--- config.mk ---
export PLATFORM = sky130hd
export DESIGN_NAME = ss_find_min
export DESIGN_NICKNAME = d
export VERILOG_FILES = /design/src/rtl/ss_find_min.sv
export SDC_FILE = /design/constraint.sdc
export NUM_CORES = 1
export LEC_CHECK = 0
export CAP_MARGIN = 15
export CORE_MARGIN = 5
export CORE_UTILIZATION = 45
export DETAILED_ROUTE_END_ITERATION = 16
export DONT_BUFFER_PORTS = 1
export SYNTH_ARGS = -nofsm -noshare
export SYNTH_HDL_FRONTEND = slang
export SYNTH_SLANG_ARGS = --single-unit
--- constraint.sdc ---
create_clock -name i_clk -period 1.6 [get_ports i_clk]
set_input_delay 0.32 -clock i_clk [delete_from_list [all_inputs] [get_ports i_clk]]
set_output_delay 0.32 -clock i_clk [all_outputs]
set_load 0.03 [all_outputs]
--- src/rtl/ss_find_min.sv ---
// Selection-sort scan stage: tracks the smallest (or, with SS_FIND_MAX_EN, the
// largest) element of a streamed RAM window and its address, then pulses done.
module ss_find_min #(
  parameter int SIZE_ADDR = 6,
  parameter int SIZE_DATA = 8
) (
  input  logic                 i_clk,
  input  logic                 i_rst_n,
  input  logic                 i_start_find,
  input  logic [SIZE_ADDR-1:0] i_si_ram,
  input  logic [SIZE_DATA-1:0] i_data_ram,
  input  logic                 i_data_valid,
  input  logic                 i_done_read_data,
  output logic [SIZE_DATA-1:0] o_min_data,
  output logic [SIZE_ADDR-1:0] o_min_addr,
  output logic                 o_found,
  output logic                 o_busy,
  output logic                 o_done_find
);

  typedef enum logic [1:0] {IDLE, SCAN, DONE} state_t;

  state_t               state;
  logic [SIZE_ADDR-1:0] cur_addr;
  logic                 better;

  // Strict comparison so ties keep the earliest element in either mode.
  always_comb begin
    better = 1'b0;
`ifdef SS_FIND_MAX_EN
    better = (i_data_ram > o_min_data);
`else
    better = (i_data_ram < o_min_data);
`endif
  end

  always_ff @(posedge i_clk) begin
    if (!i_rst_n) begin
      state       <= IDLE;
      cur_addr    <= '0;
      o_min_data  <= '0;
      o_min_addr  <= '0;
      o_found     <= 1'b0;
      o_busy      <= 1'b0;
      o_done_find <= 1'b0;
    end else if (i_start_find) begin
      // A start wins over any stream activity in the same cycle.
      state       <= SCAN;
      cur_addr    <= i_si_ram;
      o_min_data  <= '0;
      o_min_addr  <= '0;
      o_found     <= 1'b0;
      o_busy      <= 1'b1;
      o_done_find <= 1'b0;
    end else begin
      case (state)
        IDLE: begin
          o_busy      <= 1'b0;
          o_done_find <= 1'b0;
        end
        SCAN: begin
          if (i_data_valid) begin
            if (!o_found || better) begin
              o_min_data <= i_data_ram;
              o_min_addr <= cur_addr;
              o_found    <= 1'b1;
            end
            cur_addr <= cur_addr + 1'b1;
          end
          if (i_done_read_data) begin
            state       <= DONE;
            o_busy      <= 1'b0;
            o_done_find <= 1'b1;
          end
        end
        DONE: begin
          state       <= IDLE;
          o_busy      <= 1'b0;
          o_done_find <= 1'b0;
        end
        default: begin
          state       <= IDLE;
          o_busy      <= 1'b0;
          o_done_find <= 1'b0;
        end
      endcase
    end
  end

endmodule
Word level (Yosys, flattened, before mapping). Cells that the tools add are included.

Input bits: 19. Output and inout bits: 17. Register bits after elaboration: 25.

Equality and inequality tests: 4. Mux-type cells: 9. Magnitude comparators: 1. Reductions and logical operators: 11. Add/subtract/negate cells: 1. Bitwise logic cells: 3.

Operator list (number): 2-to-1 mux 6 bit (3); less-than comparator 8 bit (1); adder 6 x 1 -> 6 bit (second input constant) (1); AND reduction 2 bit (3); 2-to-1 mux 1 bit (4); inequality test 2 bit (second input constant) (2); one-hot mux 2 bit (2 select lines) (1); nonzero test 2 bit (2); inequality test 3 bit (second input constant) (1); NOT 1 bit (3); AND reduction 3 bit (1); OR reduction 3 bit (1); equality test 2 x 1 -> 1 bit (second input constant) (1); zero test 2 bit (1); 2-to-1 mux 2 bit (1); OR reduction 2 bit (1); zero test 1 bit (1); logical OR 1 bit (1).

Logic depth before layout (Yosys ltp).
Depth in word-level cells: 4. Mapped depth: 7. Gate-level depth less buffers: 6.

Worst setup path after synthesis. No wires, ideal clock.

Kind: register -> register. Start point: register o_min_data[5]. End point: register o_min_addr[0]. Cell stages (with the launch flop): 8. Data required time: 1.528 ns. Setup slack: -0.316 ns. Period minus slack after synthesis: 1.916 ns. Arrival time: 1.844 ns. Library setup time: 0.072 ns. Cell sequence: dfxtp_1 inv_1 ha_1 a41oi_1 o221ai_2 a21oi_2 buf_8 mux2i_1.

Cells in the longest elaborated chain, start to end: 3.

Ends and longest elaborated chain: from (decl) (line 14) `output logic [SIZE_DATA-1:0] o_min_data,`; from (signal assigned) (line 64) `o_min_data <= i_data_ram;`; less-than comparator 8 bit (line 33) `better = (i_data_ram < o_min_data);`; logical OR 1 bit (line 63) `if (!o_found || better) begin`; AND reduction 3 bit (no source line); to (signal assigned) (line 65) `o_min_addr <= cur_addr;`; to (decl) (line 15) `output logic [SIZE_ADDR-1:0] o_min_addr,`.

Every way passes these cells. A chain may end at the register's enable or synchronous reset.

Worst setup path in the final report.
Start point: register o_min_data[1]. End point: register o_min_addr[4].

Same word-level chain as after synthesis.

==> impl_metrics.yaml <==
power:
  ir_drop_mv: 0.521
  total_power_mw: 1.07
  powerDensity_nw_per_um2: 734
  power.leakage_nw: 0.550
worst_setup_path:
  critical-path-top-delay-family: "compound AO/OA/AOI/OAI gates"
  crit_chain: "inv_1, ha_1, o21ai_1, o21ai_1, a21oi_4, buf_12, mux2i_1"
  startpoint_type: "flip-flop"
  cp_max_fo: 10
  cp_num_buf_inv: 2
  worstPathRequired_ps: 1840
  timing.rr.start: "o_min_data[1]"
  regToRegSetupSlack_ps: 60
  endpoint_kind: "flip-flop"
  cp_common_cell: "o21ai_1"
  cp_slowest_cell: "dfxtp_4"
  cpPeakStageDelay_ps: 370
  cp.arrival_ps: 1790
  rr_endpoint: "o_min_addr[4]"
  path_class: "flip-flop to flip-flop"
  reg2reg_depth: 7
synth:
  ys.flop_type: "dfxtp_1"
  yosys-top-cells-count: "nand2_1, dfxtp_1, mux2i_1, inv_1, ha_1"
  syn_nets: 165
  syn_area_um2: 1240
  synth_compound_area_frac: 0.0926
  synth-edff-count: 0
  synth_top_cell_by_area: "dfxtp_1"
  netlist_instances: 138
  synth_top_family_by_area: "simple AND/OR/NAND/NOR gates"
  synth_cell_types: 30
  syn_avg_cell_area_um2: 9.00
  ys_ff_latch: 25
  muxShareOfSynthArea: 0.121
  synth.most_common_cell: "nand2_1"
  seq_area_frac_synth: 0.403
  yosys.area_share.adder: 0.0806
  synth-xor-area-share: 0.0352
  synth_top_area_frac: 0.403
  ys_async_sr_fraction: 0
  yosys.area_share.simple: 0.207
  yosys_warnings: 0
  synth_top_cells_by_area: "dfxtp_1, mux2i_1, nand2_1"
final_layout:
  stdcell_count: 180
  drive_gt1_frac: 0.242
  nNetsFinal: 177
  final_cell_area_um2: 1470
  syn_to_final_growth_pct: 17.9
  diodes: 0
clock_network:
  cts_sinks: 25
  path_clk_slew_ps: 140
  cts_buffer_depth: 2
  htreeDepth: 1
  cts_tree: "done"
  cts_root_buf: "clkbuf_4"
  clkLatencyLatePin_ps: 310
  cts_buffers: 3
routing:
  wl_met1_um: 1010
  wl_met3_um: 176
  avgRoutedWirePerCell_um: 13.0
  drc: 0
  drt_iter0_drc: 54
  drt_wl_total_um: 2340
  routed-wl-met2_um: 1140
  drtAntennaViolNets: 0
  avgViaCountPerCell: 5.18
  drt_pass1_iterations: 4
  vias: 932
  top_layer: "met4"
die:
  die_h_um: 62.5
  dieArea_um2: 3910
  die_w_um: 62.5
  coreArea_um2: 2710
  row_count: 19
  initial_core_util: 0.458
  num_io_pins: 36
timing:
  worstMarginPinSlew_ps: 362
  period_minus_slack_ps: 1540
  drv_slew: 0
  final-hold-violation-count: 0
  hold_slack_ps: 112
  grt_setup_unrepaired: "true"
  clock_skew_ps: 11.8
  period_share: 0.964
  maxSlewHeadroom: 0.758
  fmax_mhz: 648
  setup_viol: 0
hold_path:
  hold_depth: 1
  hold_end: "cur_addr[2]"
  hp-class: "primary input to flip-flop"
  min-delay-start: "i_rst_n"
global_route:
  grt_max_degree: 32
  grt_overflow_total: 0
  antenna_found_initial: 0
  grt_pass1_wl_um: 4000
  grt_pass1_vias: 935
  grt.total_usage: 0.123
placement:
  placedInstanceArea_um2: 1430
  dpl.hpwl_um: 1880
  place_inst: 176
  io_buffer_count: 0
  gp_congestion: 0.711
status:
  outcome: "finished clean"
job:
  cap_violations: 0
## state kept, by name (all words and copies together), names as in the netlist
register / flops
o_min_data: 8
o_done_find: 1
o_min_addr: 6
state: 2
o_busy: 1
cur_addr: 6
o_found: 1
## placed cells by master (no fill, tap or decap), types with 2 or more instances in the layout
cell and instances:
o21ai_0 4, xnor2_1 3, xor2_1 2, o211a_1 2
mux2i_1 15, nand4_1 2, nand2b_1 2, o21a_1 3
dfxtp_4 4, a21oi_1 2, nand2_1 33, buf_4 11
clkbuf_4 3, dfxtp_1 18, and2_1 3, inv_1 8
dfxtp_2 3, nor2_1 4, ha_4 3, ha_1 5
o21ai_1 2
## power by group
group          internal [mW]  leakage [nW]  switching [mW]
Clock                 0.0933        0.0177           0.183
Combinational         0.0697         0.324          0.0698
Sequential             0.637         0.208          0.0222
Total                  0.800         0.550           0.275
## timing repair
item	4_1_cts	5_1_grt
buffers inserted	0	0
hold buffers	0	0
pin swaps	0	2
gates resized for setup	1	2
setup endpoints to repair	8	13
## per-layer routing
| layer | vias to the layer above | GRT usage |
|---|---|---|
| met2 | 21 | 0.216 |
| met1 | 422 | 0.132 |
| met3 | 2 | 0.0468 |
| met4 | 0 | 0.0477 |
| li1 | 487 | - |
| met5 | - | 0 |
## layout make-up
cell class / count / area, um2
fill: 283 / 1240
multi-input combinational: 98 / 732
sequential: 25 / 519
timing repair buffer: 13 / 114
tap: 31 / 38.8
inverter: 9 / 33.8
clock buffer: 3 / 22.5
clock inverter: 1 / 5.00
## worst max-delay path by stage
stage,start,to,slack [ps],depth (start not counted)
6_report,o_min_data[1],o_min_addr[4],60,7
5_1_grt,o_min_data[6],o_min_data[5],-20,7
4_1_cts,o_min_data[1],o_min_addr[4],10,7
3_5_place_dp,o_min_data[1],o_min_addr[4],30,7
3_3_place_gp,o_min_data[1],o_min_data[1],100,7
2_1_floorplan,o_min_data[6],o_min_data[2],-30,7
## stage by stage
| stage | utilization | setup TNS [ps] | setup WS [ps] |
|---|---|---|---|
| floorplan | - | -255 | -27.7 |
| global placement | 0.527 | 0 | 96.1 |
| detailed placement | 0.527 | 0 | 25.6 |
| CTS | 0.537 | 0 | 14.4 |
| global route | 0.541 | -59.4 | -20.2 |
| finish | 0.541 | 0 | 57.0 |
## worst reg2reg max path: stages, from the launching register on
cell,delay (ps)
dfxtp_4,370
inv_1,40
ha_1,260
o21ai_1,140
o21ai_1,130
a21oi_4,190
buf_12,160
mux2i_1,180
## cells by family after synthesis
logic type	count (synthesis)
and+or+nand+nor	54
DFF	25
AOI/OAI and AO/OA	16
buffers and inverters	15
muxes	15
adders and majority gates	8
xor gates and xnor gates	5
Note: power is estimated with default switching activity, not from simulation.
